===== config.mk =====
export PLATFORM = sky130hd
export DESIGN_NAME = pipe_issue_sched_flat
export DESIGN_NICKNAME = d
export VERILOG_FILES = /design/src/rtl/pipe_issue_sched_if.sv /design/src/rtl/pipe_issue_sched.sv /design/src/flat_wrapper.sv
export SDC_FILE = /design/constraint.sdc
export NUM_CORES = 1
export LEC_CHECK = 0
export CAP_MARGIN = 20
export CORE_MARGIN = 2
export CORE_UTILIZATION = 59
export CTS_BUF_LIST = sky130_fd_sc_hd__clkbuf_4 sky130_fd_sc_hd__clkbuf_8
export DETAILED_ROUTE_END_ITERATION = 8
export PLACE_DENSITY = 0.95
export SLEW_MARGIN = 20
export SYNTH_ARGS = -nofsm -noshare
export SYNTH_HDL_FRONTEND = slang
export SYNTH_SLANG_ARGS = --single-unit

===== constraint.sdc =====
create_clock -name clk1_i -period 8.8 [get_ports clk1_i]
set_clock_uncertainty 0.1 [all_clocks]
set_input_delay 1.76 -clock clk1_i [delete_from_list [all_inputs] [get_ports clk1_i]]
set_output_delay 1.76 -clock clk1_i [all_outputs]
set_load 0.01 [all_outputs]

===== src/rtl/pipe_issue_sched_if.sv =====
// ---------------------------------------------------------------------------
// pipe_issue_sched_if
//
// Request channel from one instruction requester into the issue scheduler.
// Each requester (A and B) gets its own instance of this interface.
//
//   valid  requester -> scheduler  an op is being presented
//   rs1    requester -> scheduler  first source register
//   rs2    requester -> scheduler  second source register
//   rd     requester -> scheduler  destination register
//   func   requester -> scheduler  function code (12..15 are illegal)
//   addr   requester -> scheduler  store address
//   ready  scheduler -> requester  op is consumed at the coming clock edge
//
// The requester holds valid and the payload stable until it sees ready.
// ---------------------------------------------------------------------------
interface pipe_issue_sched_if;
  logic       valid;
  logic [3:0] rs1;
  logic [3:0] rs2;
  logic [3:0] rd;
  logic [3:0] func;
  logic [7:0] addr;
  logic       ready;

  // The requester side drives the op and watches ready
  modport master (
    output valid, rs1, rs2, rd, func, addr,
    input  ready
  );

  // The scheduler side samples the op and answers with ready
  modport slave (
    input  valid, rs1, rs2, rd, func, addr,
    output ready
  );
endinterface


===== src/rtl/pipe_issue_sched.sv =====
// ---------------------------------------------------------------------------
// pipe_issue_sched
//
// Issue scheduler for the 4-stage ALU pipeline (register read, execute,
// regbank writeback, memory store). Two requesters compete for a single
// issue slot per cycle with round-robin priority. A 16-entry scoreboard of
// 3-bit countdown counters keeps a reader of a register from issuing until
// the producing op has had WB_LAT cycles to reach writeback. Illegal
// function codes (12..15) are consumed and flagged instead of being issued.
//
// Ports:
//   clk1_i       pipeline clock, all state updates on the rising edge
//   rst_i        synchronous active-high reset
//   hold_i       freezes acceptance (the scoreboard keeps counting down)
//   reqA, reqB   request channels (slave side), ready is combinational
//   iss_valid_o  issue slot holds a new op this cycle (registered)
//   iss_rs1_o, iss_rs2_o, iss_rd_o, iss_func_o, iss_addr_o
//                issued op fields, held when no op is issued
//   iss_src_o    0 = op came from A, 1 = op came from B
//   err_func_o   one-cycle pulse after an illegal func is consumed
//   issue_cnt_o  total issued ops, wraps at 16 bits
//   stall_cnt_o  cycles with a valid request and no acceptance, wraps
//
// Parameter:
//   WB_LAT       edges between an issue and the earliest issue of an op
//                reading its rd, legal range 1..7
// ---------------------------------------------------------------------------
module pipe_issue_sched #(
  parameter int unsigned WB_LAT = 3
) (
  input  logic              clk1_i,
  input  logic              rst_i,
  input  logic              hold_i,
  pipe_issue_sched_if.slave reqA,
  pipe_issue_sched_if.slave reqB,
  output logic              iss_valid_o,
  output logic [3:0]        iss_rs1_o,
  output logic [3:0]        iss_rs2_o,
  output logic [3:0]        iss_rd_o,
  output logic [3:0]        iss_func_o,
  output logic [7:0]        iss_addr_o,
  output logic              iss_src_o,
  output logic              err_func_o,
  output logic [15:0]       issue_cnt_o,
  output logic [15:0]       stall_cnt_o
);

  // Round-robin pointer values: which side wins when both are eligible
  localparam logic [0:0] PRIO_A = 1'b0;
  localparam logic [0:0] PRIO_B = 1'b1;

  localparam logic [2:0] LOAD_VAL = 3'(WB_LAT);

  // Source usage by function code
  function automatic logic readsRs1(input logic [3:0] func);
    logic r;
    case (func)
      4'd0, 4'd1, 4'd2, 4'd3, 4'd5, 4'd6, 4'd7, 4'd8, 4'd10, 4'd11: r = 1'b1;
      default:                                                      r = 1'b0;
    endcase
    return r;
  endfunction

  function automatic logic readsRs2(input logic [3:0] func);
    logic r;
    case (func)
      4'd0, 4'd1, 4'd2, 4'd4, 4'd5, 4'd6, 4'd7, 4'd9: r = 1'b1;
      default:                                        r = 1'b0;
    endcase
    return r;
  endfunction

  function automatic logic isIllegal(input logic [3:0] func);
    return func >= 4'd12;
  endfunction

  // A counter of 1 reaches zero at the very edge that would accept the
  // reader, so the register is already free for that edge. This is what
  // lets a dependent op issue exactly WB_LAT edges after its producer.
  function automatic logic srcFree(input logic [2:0] cnt);
    return cnt <= 3'd1;
  endfunction

  // Scoreboard and slot state
  logic [15:0][2:0] sbCnt_q, sbCnt_d;
  logic [0:0]       prio_q, prio_d;
  logic             issValid_q, issValid_d;
  logic [3:0]       issRs1_q, issRs1_d;
  logic [3:0]       issRs2_q, issRs2_d;
  logic [3:0]       issRd_q, issRd_d;
  logic [3:0]       issFunc_q, issFunc_d;
  logic [7:0]       issAddr_q, issAddr_d;
  logic             issSrc_q, issSrc_d;
  logic             errFunc_q, errFunc_d;
  logic [15:0]      issueCnt_q, issueCnt_d;
  logic [15:0]      stallCnt_q, stallCnt_d;

  // Arbitration results and the winning op
  logic       aEligible, bEligible;
  logic       winA, winB;
  logic       accept, selIllegal, issueNow, stallNow;
  logic [3:0] selRs1, selRs2, selRd, selFunc;
  logic [7:0] selAddr;

  // Eligibility: an illegal op is always eligible so it can be drained and
  // flagged; a legal op needs every source it actually reads to be free.
  // Nothing is eligible during hold or reset.
  always_comb begin
    aEligible = reqA.valid && !hold_i && !rst_i &&
                (isIllegal(reqA.func) ||
                 ((!readsRs1(reqA.func) || srcFree(sbCnt_q[reqA.rs1])) &&
                  (!readsRs2(reqA.func) || srcFree(sbCnt_q[reqA.rs2]))));
    bEligible = reqB.valid && !hold_i && !rst_i &&
                (isIllegal(reqB.func) ||
                 ((!readsRs1(reqB.func) || srcFree(sbCnt_q[reqB.rs1])) &&
                  (!readsRs2(reqB.func) || srcFree(sbCnt_q[reqB.rs2]))));
  end

  // Round-robin pick: the pointer only matters when both sides are
  // eligible, so a blocked side never holds up the other one. The two
  // win terms are mutually exclusive by construction.
  always_comb begin
    winA = aEligible && (!bEligible || prio_q == PRIO_A);
    winB = bEligible && (!aEligible || prio_q == PRIO_B);
  end

  assign reqA.ready = winA;
  assign reqB.ready = winB;

  // Steer the winner's payload and classify what this edge does
  always_comb begin
    selRs1     = winB ? reqB.rs1  : reqA.rs1;
    selRs2     = winB ? reqB.rs2  : reqA.rs2;
    selRd      = winB ? reqB.rd   : reqA.rd;
    selFunc    = winB ? reqB.func : reqA.func;
    selAddr    = winB ? reqB.addr : reqA.addr;
    accept     = winA || winB;
    selIllegal = isIllegal(selFunc);
    issueNow   = accept && !selIllegal;
    stallNow   = (reqA.valid || reqB.valid) && !accept;
  end

  // Scoreboard update: a fresh issue loads its rd with WB_LAT, taking
  // precedence over that counter's own countdown; every other busy
  // counter ticks down by one.
  always_comb begin
    sbCnt_d = sbCnt_q;
    for (int i = 0; i < 16; i++) begin
      if (issueNow && selRd == 4'(i)) begin
        sbCnt_d[i] = LOAD_VAL;
      end else if (sbCnt_q[i] != 3'd0) begin
        sbCnt_d[i] = sbCnt_q[i] - 3'd1;
      end
    end
  end

  // Issue slot, error pulse, pointer and counters. The field registers
  // only move on a legal issue so downstream sees the last op held.
  always_comb begin
    issValid_d = issueNow;
    errFunc_d  = accept && selIllegal;
    issRs1_d   = issueNow ? selRs1  : issRs1_q;
    issRs2_d   = issueNow ? selRs2  : issRs2_q;
    issRd_d    = issueNow ? selRd   : issRd_q;
    issFunc_d  = issueNow ? selFunc : issFunc_q;
    issAddr_d  = issueNow ? selAddr : issAddr_q;
    issSrc_d   = issueNow ? winB    : issSrc_q;
    prio_d     = prio_q;
    if (accept) begin
      prio_d = winA ? PRIO_B : PRIO_A;
    end
    issueCnt_d = issueCnt_q + 16'(issueNow);
    stallCnt_d = stallCnt_q + 16'(stallNow);
  end

  // State registers with synchronous reset
  always_ff @(posedge clk1_i) begin
    if (rst_i) begin
      sbCnt_q    <= '0;
      prio_q     <= PRIO_A;
      issValid_q <= 1'b0;
      issRs1_q   <= 4'd0;
      issRs2_q   <= 4'd0;
      issRd_q    <= 4'd0;
      issFunc_q  <= 4'd0;
      issAddr_q  <= 8'd0;
      issSrc_q   <= 1'b0;
      errFunc_q  <= 1'b0;
      issueCnt_q <= 16'd0;
      stallCnt_q <= 16'd0;
    end else begin
      sbCnt_q    <= sbCnt_d;
      prio_q     <= prio_d;
      issValid_q <= issValid_d;
      issRs1_q   <= issRs1_d;
      issRs2_q   <= issRs2_d;
      issRd_q    <= issRd_d;
      issFunc_q  <= issFunc_d;
      issAddr_q  <= issAddr_d;
      issSrc_q   <= issSrc_d;
      errFunc_q  <= errFunc_d;
      issueCnt_q <= issueCnt_d;
      stallCnt_q <= stallCnt_d;
    end
  end

  assign iss_valid_o = issValid_q;
  assign iss_rs1_o   = issRs1_q;
  assign iss_rs2_o   = issRs2_q;
  assign iss_rd_o    = issRd_q;
  assign iss_func_o  = issFunc_q;
  assign iss_addr_o  = issAddr_q;
  assign iss_src_o   = issSrc_q;
  assign err_func_o  = errFunc_q;
  assign issue_cnt_o = issueCnt_q;
  assign stall_cnt_o = stallCnt_q;

endmodule


===== src/flat_wrapper.sv =====
// flat-port wrapper written by rule: the top's interface ports become plain ports
module pipe_issue_sched_flat 
#(
  parameter int unsigned WB_LAT = 3
)
  (clk1_i, rst_i, hold_i, iss_valid_o, iss_rs1_o, iss_rs2_o, iss_rd_o, iss_func_o, iss_addr_o, iss_src_o, err_func_o, issue_cnt_o, stall_cnt_o, reqA_valid, reqA_rs1, reqA_rs2, reqA_rd, reqA_func, reqA_addr, reqA_ready, reqB_valid, reqB_rs1, reqB_rs2, reqB_rd, reqB_func, reqB_addr, reqB_ready);
  pipe_issue_sched_if reqA_i ();
  pipe_issue_sched_if reqB_i ();
  input  logic clk1_i;
  input  logic rst_i;
  input  logic hold_i;
  output logic iss_valid_o;
  output logic [3:0] iss_rs1_o;
  output logic [3:0] iss_rs2_o;
  output logic [3:0] iss_rd_o;
  output logic [3:0] iss_func_o;
  output logic [7:0] iss_addr_o;
  output logic iss_src_o;
  output logic err_func_o;
  output logic [15:0] issue_cnt_o;
  output logic [15:0] stall_cnt_o;
  input wire logic [$bits(reqA_i.valid)-1:0] reqA_valid;
  input wire logic [$bits(reqA_i.rs1)-1:0] reqA_rs1;
  input wire logic [$bits(reqA_i.rs2)-1:0] reqA_rs2;
  input wire logic [$bits(reqA_i.rd)-1:0] reqA_rd;
  input wire logic [$bits(reqA_i.func)-1:0] reqA_func;
  input wire logic [$bits(reqA_i.addr)-1:0] reqA_addr;
  output wire logic [$bits(reqA_i.ready)-1:0] reqA_ready;
  input wire logic [$bits(reqB_i.valid)-1:0] reqB_valid;
  input wire logic [$bits(reqB_i.rs1)-1:0] reqB_rs1;
  input wire logic [$bits(reqB_i.rs2)-1:0] reqB_rs2;
  input wire logic [$bits(reqB_i.rd)-1:0] reqB_rd;
  input wire logic [$bits(reqB_i.func)-1:0] reqB_func;
  input wire logic [$bits(reqB_i.addr)-1:0] reqB_addr;
  output wire logic [$bits(reqB_i.ready)-1:0] reqB_ready;
  assign reqA_i.valid = reqA_valid;
  assign reqA_i.rs1 = reqA_rs1;
  assign reqA_i.rs2 = reqA_rs2;
  assign reqA_i.rd = reqA_rd;
  assign reqA_i.func = reqA_func;
  assign reqA_i.addr = reqA_addr;
  assign reqA_ready = reqA_i.ready;
  assign reqB_i.valid = reqB_valid;
  assign reqB_i.rs1 = reqB_rs1;
  assign reqB_i.rs2 = reqB_rs2;
  assign reqB_i.rd = reqB_rd;
  assign reqB_i.func = reqB_func;
  assign reqB_i.addr = reqB_addr;
  assign reqB_ready = reqB_i.ready;
  pipe_issue_sched #(.WB_LAT(WB_LAT)) u_core (.clk1_i(clk1_i), .rst_i(rst_i), .hold_i(hold_i), .reqA(reqA_i), .reqB(reqB_i), .iss_valid_o(iss_valid_o), .iss_rs1_o(iss_rs1_o), .iss_rs2_o(iss_rs2_o), .iss_rd_o(iss_rd_o), .iss_func_o(iss_func_o), .iss_addr_o(iss_addr_o), .iss_src_o(iss_src_o), .err_func_o(err_func_o), .issue_cnt_o(issue_cnt_o), .stall_cnt_o(stall_cnt_o));
endmodule

# After elaboration in Yosys (flattened, before gate mapping)
# Memory sizes are Yosys's and may differ from the RTL's.
# Index checks and enable logic that the tools add are counted.
dict set report totals {
  regBits 108
  mem_bits_ro 64
  output_inout_bits 61
  memories 4
}
# memory words word_bits read_ports rd_ports_with_merged_regs wr line
set mem_list {}
lappend mem_list {{(name not given)} 16 1 1 0 0 pipe_issue_sched.sv:57} ;# case (func)
lappend mem_list {{(name not given)} 16 1 1 0 0 pipe_issue_sched.sv:66} ;# case (func)
lappend mem_list {{(name not given)} 16 1 1 0 0 pipe_issue_sched.sv:57}
lappend mem_list {{(name not given)} 16 1 1 0 0 pipe_issue_sched.sv:66}
dict set report op_classes {
  add_sub_neg 18
  magnitude_cmp 11
  n_eq_ne 15
  mux 46
  n_bitwise 1
  n_reduce_logical 98
}
# cell count
set ops {}
lappend ops {{$mux W2} 32}
lappend ops {{$bmux W3 S4} 4}
lappend ops {{$reduce_bool A3 Y1} 16}
lappend ops {{$sub A3 B1 Y3 const B} 16}
lappend ops {{$add A16 B1 Y16} 2}
lappend ops {{$eq A4 B4 Y1 const B} 8}
lappend ops {{$reduce_bool A2 Y1} 16}
lappend ops {{$reduce_or A2 Y1} 16}
lappend ops {{$logic_and A1 B1 Y1} 29}
lappend ops {{$lt A4 B5 Y1 const B} 4}
lappend ops {{$eq A4 B3 Y1 const B} 4}
lappend ops {{$mux W4} 4}
lappend ops {{$ge A4 B4 Y1 const B} 3}
lappend ops {{$le A3 B1 Y1 const B} 4}
lappend ops {{$mux W3} 4}
lappend ops {{$logic_not A1 Y1} 10}
lappend ops {{$logic_or A1 B1 Y1} 10}
lappend ops {{$eq A4 B2 Y1 const B} 2}
lappend ops {{$mux W8} 1}
lappend ops {{$eq A4 B1 Y1 const B} 1}
lappend ops {{$logic_not A4 Y1} 1}
lappend ops {{$mux W1} 1}
lappend ops {{$not A1 Y1} 1}

# Depth between registers and ports, before layout
# Gate-level depths: netlist (run 1).
dict set report depth {
  depth_word 16
  ltp_mapped 15
  ltp_nobuf 13
}

# Worst setup path before layout (run 1)
# Ideal clock, no wire load.
dict set report synth_timing {
  kind {input -> output}
  startpoint {input reqB_rs2[0]}
  endpoint {output reqB_ready}
  t_arrival_ns 3.094
  t_required_ns 6.940
  setup_slack_ns 3.846
  stages 8
  n_path_buf 1
  cell_sequence {inv_2 mux4_2 a21oi_1 nand4_1 and3_1 buf_2 nand2_1 inv_1}
}
dict set report synth_between {
  elab_chain_len 8
}
# item line
set synth_rtl {}
lappend synth_rtl {{from (decl)} flat_wrapper.sv:31} ;# input wire logic [$bits(reqB_i.rs2)-1:0] reqB_rs2;
lappend synth_rtl {{$bmux W3 S4} pipe_issue_sched.sv:116} ;# (!readsRs2(reqB.func) || srcFree(sbCnt_q[reqB.rs2]))));
lappend synth_rtl {{$mux W3 (not written as such)} pipe_issue_sched.sv:116}
lappend synth_rtl {{$le A3 B1 Y1} pipe_issue_sched.sv:81} ;# return cnt <= 3'd1;
lappend synth_rtl {{$logic_or A1 B1 Y1} pipe_issue_sched.sv:116}
lappend synth_rtl {{$logic_and A1 B1 Y1} pipe_issue_sched.sv:115} ;# ((!readsRs1(reqB.func) || srcFree(sbCnt_q[reqB.rs1])) &&
lappend synth_rtl {{$logic_or A1 B1 Y1} pipe_issue_sched.sv:114} ;# (isIllegal(reqB.func) ||
lappend synth_rtl {{$logic_and A1 B1 Y1} pipe_issue_sched.sv:113} ;# bEligible = reqB.valid && !hold_i && !rst_i &&
lappend synth_rtl {{$logic_and A1 B1 Y1} pipe_issue_sched.sv:124} ;# winB = bEligible && (!aEligible || prio_q == PRIO_B);
lappend synth_rtl {{to (decl)} flat_wrapper.sv:35} ;# output wire logic [$bits(reqB_i.ready)-1:0] reqB_ready;
# No other way between the ends. The select of a mux whose other input is x is not followed.

# Final worst setup path (run 1)
dict set report layout_timing {
  startpoint {input reqA_rs1[2]}
  endpoint {output reqB_ready}
}
dict set report layout_between {
  elab_chain_len 10
}
# item line
set layout_rtl {}
lappend layout_rtl {{from (decl)} flat_wrapper.sv:23} ;# input wire logic [$bits(reqA_i.rs1)-1:0] reqA_rs1;
lappend layout_rtl {{$bmux W3 S4} pipe_issue_sched.sv:111} ;# ((!readsRs1(reqA.func) || srcFree(sbCnt_q[reqA.rs1])) &&
lappend layout_rtl {{$mux W3 (not written as such)} pipe_issue_sched.sv:111}
lappend layout_rtl {{$le A3 B1 Y1} pipe_issue_sched.sv:81}
lappend layout_rtl {{$logic_or A1 B1 Y1} pipe_issue_sched.sv:111}
lappend layout_rtl {{$logic_and A1 B1 Y1} pipe_issue_sched.sv:111}
lappend layout_rtl {{$logic_or A1 B1 Y1} pipe_issue_sched.sv:110} ;# (isIllegal(reqA.func) ||
lappend layout_rtl {{$logic_and A1 B1 Y1} pipe_issue_sched.sv:109} ;# aEligible = reqA.valid && !hold_i && !rst_i &&
lappend layout_rtl {{$logic_not A1 Y1} pipe_issue_sched.sv:124}
lappend layout_rtl {{$logic_or A1 B1 Y1} pipe_issue_sched.sv:124}
lappend layout_rtl {{$logic_and A1 B1 Y1} pipe_issue_sched.sv:124}
# No other way between the ends. The select of a mux whose other input is x is not followed.

==> results of run 1 <==
worst max-delay path: cells and delay by family:
kind            cells  cell delay [ns]
compound gates      2             0.30
mux                 1             0.54
simple gates        2             1.27
buf+inv             3             1.53
placed cells by master, fill, tap and decap left out, types with 21 or more instances in the layout:
master,netlist,final
o21ai_0,72,72
nor2_1,61,61
dfxtp_1,108,108
inv_1,61,61
and3_1,26,26
nand3_1,29,29
clkdlybuf4s50_1,0,112
ha_1,36,36
a21oi_1,26,26
xnor2_1,21,21
nand2b_1,26,26
nand2_1,56,56
kinds of logic (layout without fill, tap and decap cells):
family	after synthesis	in the layout	share of synthesized area
AOI/OAI and AO/OA	153	153	0.171
xor gates and xnor gates	40	40	0.0557
muxes	38	38	0.0944
buffers and inverters	99	194	0.0635
and+or+nand+nor	253	253	0.200
DFF	108	108	0.344
adders and majority gates	36	36	0.0717
Yosys cell counts, types with 4 or more instances:
master,number
and3_1,26
nor3_1,18
nand2b_1,26
mux4_2,16
or3_1,4
buf_2,13
o21ai_0,72
a221oi_1,4
nor2_1,61
nor2b_1,10
and2_1,6
ha_1,36
mux2i_1,12
mux2_2,10
nand2_1,56
xor2_1,19
nand3b_1,4
a221oi_2,18
dfxtp_1,108
o32ai_1,20
nand4_1,4
a21oi_1,26
xnor2_1,21
inv_1,61
clkbuf_1,20
nand3_1,29
metrics by stage:
step	hold WS, ns	worst slack [ns]	util
final	0.367	1.52	0.739
after CTS	0.369	1.57	0.739
after floorplan	0.349	3.85	-
after global routing	0.395	1.23	0.739
after detailed placement	0.354	1.58	0.721
after global placement	0.346	1.70	0.721
state kept, by name (all words and copies together) (netlist names):
register            cells
u_core.err_func_o       1
u_core.iss_addr_o       8
u_core.iss_func_o       4
u_core.iss_rd_o         4
u_core.iss_rs1_o        4
u_core.iss_rs2_o        4
u_core.iss_src_o        1
u_core.iss_valid_o      1
u_core.issue_cnt_o     16
u_core.prio_q           1
u_core.sbCnt_q         48
u_core.stall_cnt_o     16
final timing paths:
check / from / end / slack, ns
setup reg to reg: u_core.sbCnt_q[43] / u_core.issue_cnt_o[14] / 4.34
setup / recovery: reqA_rs1[2] / reqB_ready / 1.52
hold reg to reg: u_core.iss_addr_o[7] / u_core.iss_addr_o[7] / 0.37
hold / removal: u_core.iss_addr_o[7] / u_core.iss_addr_o[7] / 0.37
area by class of cell:
cell class                 count  area [µm²]
tap                          136         170
clock inverter                 5        46.3
fill                         720        2700
clock buffer                  10         138
inverter                      63         236
timing repair buffer         116        1150
multi-input combinational    520        3720
sequential                   108        2160
metal layers:
metal  GRT usage  part of all wire  vias to the layer above  routed length, µm
met1       0.372              0.40                     2773               6700
met2       0.518              0.49                      274               8320
li1            -                 -                     2733                  -
met5           0                 0                        -                  0
met4       0.114             0.023                        0                387
met3      0.0644             0.089                       33               1510
report_power, final:
group / switching (mW) / internal, mW / total (mW)
registers: 0.0816 / 0.603 / 0.685
clock network: 0.179 / 0.114 / 0.293
logic: 0.451 / 0.417 / 0.869
==> flow_summary_export.csv, run 1 <==
group,metric,value,unit
worst_setup_path,timing.critical_path.slowest_stage_cell,"nand2_1",
logic_synthesis,synth_seq_cells,108,
floorplan,die_w,107,µm
clock_network,clk_path_buf_depth,2,
global_routing,wire_length_of_the_first_global_routing_pass,27.3,mm
timing,grt_setup_unrepaired,"false",
clock_network,clkSlewWorstSetupHoldPaths,0.10,ns
timing,timing.max_slew.rel_slack,0.319,
power,cellLeakagePower,2.85,nW
timing,report.final.hold_viol_count,0,
floorplan,die_height,107,µm
worst_setup_path,type_of_the_worst_setup_path,"in2out",
floorplan,io_pins,114,
global_routing,grt_pass1_vias,5623,
final_layout,finalNetCount,907,
global_routing,globalRouteTotalUtil,0.302,
worst_hold_path,min_path_cells,2,
clock_network,cts.repair.resized,0,
global_routing,globalRouteOverflowTotal,0,
run_status,run_status,"complete, no violations",
drt,drtPass1Iterations,5,
logic_synthesis,sequential_area_share_after_synthesis,0.344,
timing,period_share,0.828,
clock_network,postCtsSetupBuffers,0,
logic_synthesis,syn_nets,816,
logic_synthesis,synth_edf_count,0,
floorplan,design.core.area,10300,µm²
final_layout,stdcell_count,958,
drt,post_drt_via_cell_ratio,6.07,
global_routing,grt_max_degree,54,
placed_design,dpl-instance-area,7440,µm²
floorplan,design.die.area,11500,µm²
clock_network,cts_tree,"done",
final_layout,final_cell_area,7620,µm²
placed_design,half_perimeter_wire_length_of_the_detailed_placement_result,12.9,mm
placed_design,numPlacedInstances,943,
logic_synthesis,synthDominantAreaCellType,"dfxtp_1",
drt,route.vias.total,5813,
drt,drt.antenna.violating_nets,0,
logic_synthesis,ys_async_sr_fraction,0,
drt,drt_first_iter_violations,312,
clock_network,cts_max_level,3,
floorplan,count_of_standard_cell_rows,37,
timing,totalNegativeSetupSlack,0,ns
logic_synthesis,synth_area_per_cell,8.64,µm²
timing,number_of_setup_violations_in_the_final_report,0,
worst_setup_path,crit_path_max_fanout,22,
worst_hold_path,hold_class,"reg2reg",
job,timing.max_cap.violations,0,
logic_synthesis,yosysWarningCount,0,
logic_synthesis,dominantRegCellSynth,"dfxtp_1",
timing,tightest_slew,1.02,ns
power,cellPowerDensity,242,nW/µm²
worst_setup_path,timing.critical_path.from_type,"input pin",
clock_network,hold_buffer_count_at_cts,0,
worst_setup_path,timing.reg2reg.worst_path_depth,13,
logic_synthesis,post_synth_inst_count,727,
power,totalPowerFinal,1.85,mW
clock_network,root_buffer,"clkbuf_8",
worst_setup_path,endpoint_kind,"output pin",
power,ir_worst_vdd,0.205,mV
clock_network,cts_sinks,108,
worst_setup_path,critical_path.most_common_cell,"clkdlybuf4s50_1",
drt,routedWlPerCell,17.7,µm
drt,drt_wl_total,16.9,mm
timing,layout_min_cycle_time,7.28,ns
floorplan,floorplan.initialDensity,0.609,
drt,detail_route.drc_violations,0,
final_layout,share_of_final_layout_standard_cells_stronger_than_drive_strength_1,0.0815,
logic_synthesis,synthesis.area,6280,µm²
worst_setup_path,critical_path.cell_chain,"clkdlybuf4s50_1 > mux4_2 > a21oi_1 > o211ai_1 > nand3b_1 > nand2_1 > inv_1 > clkdlybuf4s50_1",
global_routing,initial_antenna_violation_count,0,
logic_synthesis,post_synth_num_cell_types,45,
clock_network,cts-buffers-inserted,9,
final_layout,syn2layout_area_growth,21.3,%
worst_setup_path,worstPathArrival,5.42,ns
timing,final_max_slew_viol_count,0,
logic_synthesis,synth_top_area_frac,0.344,
placed_design,numPortBuffers,113,
timing,max_freq,0.137,GHz
logic_synthesis,netlist_top_cells_area,"dfxtp_1 34%, ha_1 7.2%, o21ai_0 5.7%",
final_layout,diodes,0,
worst_setup_path,worstPathRequired,6.94,ns
worst_setup_path,cpPeakStageDelay,0.68,ns
placed_design,place_congestion,0.939,
clock_network,insertion_delay_to_the_later_sink_of_the_worst_skew_pair,0.40,ns
Power figures use the tool's default switching activity.
==> inputs of run 2 (changes only) <==
Settings changed: CORE_UTILIZATION 59 to 49, PLACE_DENSITY 0.95 to 0.87.
Clock period 8.8 ns to 6.5 ns, I/O delays scaled along.
==> run 2 against run 1 <==
Cell count is 4.4% higher; sequential share of layout area is 0.48 points lower; utilization shrank 12 points; via count down 1.4%; combinational power grew 32%; clock power increased by 61%; worst setup slack got worse by 0.55 ns; first-iteration DRC count rose by 88%.
==> flow_summary_export.csv, run 2 (synthesis gave the netlist of run 1 again) <==
group,metric,value,unit
final_layout,number_of_fillers_in_the_final_layout,1062,
final_layout,diodes,0,
power,comb_power_share,0.451,
drt,post_drt_via_cell_ratio,5.73,
worst_setup_path,timing.critical_path.buf_inv,3,
clock_network,root_buffer,"clkbuf_8",
drt,drt.antenna.violating_nets,0,
clock_network,cts_tree,"done",
final_layout,mostFrequentLayoutCells,"112 x clkdlybuf4s50_1, 108 x dfxtp_1, 72 x o21ai_0",
power,intPower,1.60,mW
timing,totalNegativeSetupSlack,0,ns
final_layout,finalNetCount,912,
worst_setup_path,critical_path.cell_chain,"clkdlybuf4s50_1 > mux4_2 > mux2i_1 > o211ai_1 > and3_1 > nand2_1 > inv_1 > clkdlybuf4s50_1",
worst_setup_path,critical_path.most_common_cell,"clkdlybuf4s50_1",
power,cellPowerDensity,328,nW/µm²
final_layout,multiInputGateArea,3720,µm²
worst_setup_path,worst-r2r-setup-slack,2.98,ns
timing,period_share,0.851,
final_layout,final_cell_area,7760,µm²
timing,grt_setup_unrepaired,"false",
timing,max_freq,0.181,GHz
final_layout,seqCellArea,2160,µm²
worst_setup_path,worstPathRequired,5.10,ns
clock_network,clkSlewWorstSetupHoldPaths,0.11,ns
global_routing,initial_antenna_violation_count,0,
drt,detail_route.drc_violations,0,
drt,drt_first_iter_violations,586,
floorplan,design.die.area,13700,µm²
power,cellLeakagePower,2.90,nW
timing,report.final.hold_viol_count,0,
power,sw_frac_of_total,0.370,
power,power_frac_seq,0.364,
worst_setup_path,timing.critical_path.slowest_stage_cell,"and3_1",
final_layout,syn2layout_area_growth,23.4,%
drt,drt_wl_total,16.1,mm
clock_network,cts.repair.resized,0,
clock_network,hold_buffer_count_at_cts,0,
global_routing,met2_usage,0.374,
worst_setup_path,worstPathArrival,4.13,ns
power,ir_worst_vdd,0.201,mV
timing,number_of_setup_violations_in_the_final_report,0,
global_routing,grt_pass1_vias,5327,
worst_hold_path,hold_class,"reg2reg",
worst_setup_path,type_of_the_worst_setup_path,"in2out",
global_routing,grt.busiest_layer,"met2",
drt,route.vias.total,5733,
global_routing,globalRouteOverflowTotal,0,
placed_design,dpl-instance-area,7520,µm²
clock_network,postCtsSetupBuffers,0,
clock_network,cts_sinks,108,
drt,routedWlPerCell,16.1,µm
placed_design,numPortBuffers,113,
final_layout,share_of_final_layout_standard_cells_stronger_than_drive_strength_1,0.0882,
final_layout,final_common_cell,"clkdlybuf4s50_1",
global_routing,grt_max_degree,59,
global_routing,globalRouteTotalUtil,0.236,
job,timing.max_cap.violations,0,
clock_network,cts_max_level,3,
clock_network,clk_path_buf_depth,2,
floorplan,die_w,117,µm
power,netSwitchingPower,942,µW
worst_setup_path,endpoint_kind,"output pin",
run_status,run_status,"complete, no violations",
floorplan,die_height,117,µm
worst_setup_path,cpPeakStageDelay,0.65,ns
clock_network,cts-buffers-inserted,9,
timing,layout_min_cycle_time,5.53,ns
power,totalPowerFinal,2.55,mW
global_routing,groute.layer.met1.usage,0.307,
worst_setup_path,crit_path_max_fanout,20,
global_routing,wire_length_of_the_first_global_routing_pass,25.4,mm
floorplan,floorplan.initialDensity,0.500,
floorplan,design.core.area,12600,µm²
global_routing,groute.layer.met3.usage,0.0443,
timing,timing.max_slew.rel_slack,0.346,
drt,drtPass1Iterations,5,
final_layout,flip_flop_count_of_the_largest_register_after_layout,48,
placed_design,half_perimeter_wire_length_of_the_detailed_placement_result,12.0,mm
final_layout,max_flop_register,"u_core.sbCnt_q",
floorplan,count_of_standard_cell_rows,41,
floorplan,io_pins,114,
power,clock_power_share,0.186,
placed_design,place_congestion,0.985,
clock_network,insertion_delay_to_the_later_sink_of_the_worst_skew_pair,0.39,ns
worst_setup_path,timing.critical_path.from_type,"input pin",
worst_setup_path,crit_family,"buffers and inverters",
timing,tightest_slew,0.982,ns
timing,final_max_slew_viol_count,0,
run 2: worst register-to-register path: cells and delay by family (launching register included):
family	cells	cell delay [ns]
DFF	1	0.34
xor gates and xnor gates	1	0.16
buffers and inverters	1	0.05
and+or+nand+nor	6	1.58
adders and majority gates	2	0.46
muxes	2	0.41
AOI/OAI and AO/OA	1	0.28
run 2: final cells by class:
class,instances,area share
clock buffer,9,0.0160
clock inverter,7,0.0140
inverter,63,0.0305
multi-input combinational,520,0.480
sequential,108,0.279
tap,172,0.0277
timing repair buffer,121,0.153
run 2: per-layer routing:
layer / part of all wire / wire length [µm]
met5: 0 / 0
met4: 0.037 / 593
met3: 0.084 / 1350
met2: 0.46 / 7320
met1: 0.42 / 6810
run 2: worst paths after layout:
kind,cells past startpoint,end,from
setup / recovery,8,reqB_ready,reqB_rs1[0]
hold reg to reg,2,u_core.iss_rd_o[3],u_core.iss_rd_o[3]
setup reg to reg,13,u_core.issue_cnt_o[14],u_core.sbCnt_q[10]
hold / removal,2,u_core.iss_rd_o[3],u_core.iss_rd_o[3]
run 2: metrics by stage:
stage          instances  worst slack, ns  utilization  hold WS, ns
6_report            1000            0.967        0.617        0.369
5_1_grt             1000            0.816        0.617        0.384
4_1_cts             1000             1.06        0.617        0.367
3_5_place_dp         984             1.05        0.599        0.351
3_3_place_gp         984             1.15        0.599        0.342
2_1_floorplan        727             2.44            -        0.349
run 2: power groups by stage:
stage	Clock, mW	Combinational (mW)	Sequential (mW)
after floorplan	0	0.839	0.925
after global placement	0	1.08	0.932
after detailed placement	0	1.13	0.939
after CTS	0.481	1.14	0.924
after global routing	0.507	1.28	0.944
final	0.472	1.15	0.926
==> inputs of run 3 (changes only) <==
Settings changed: SETUP_SLACK_MARGIN from default to 0.1.
==> results of run 3 <==
No change in the layout: final DEF, timing and power equal those of run 2.
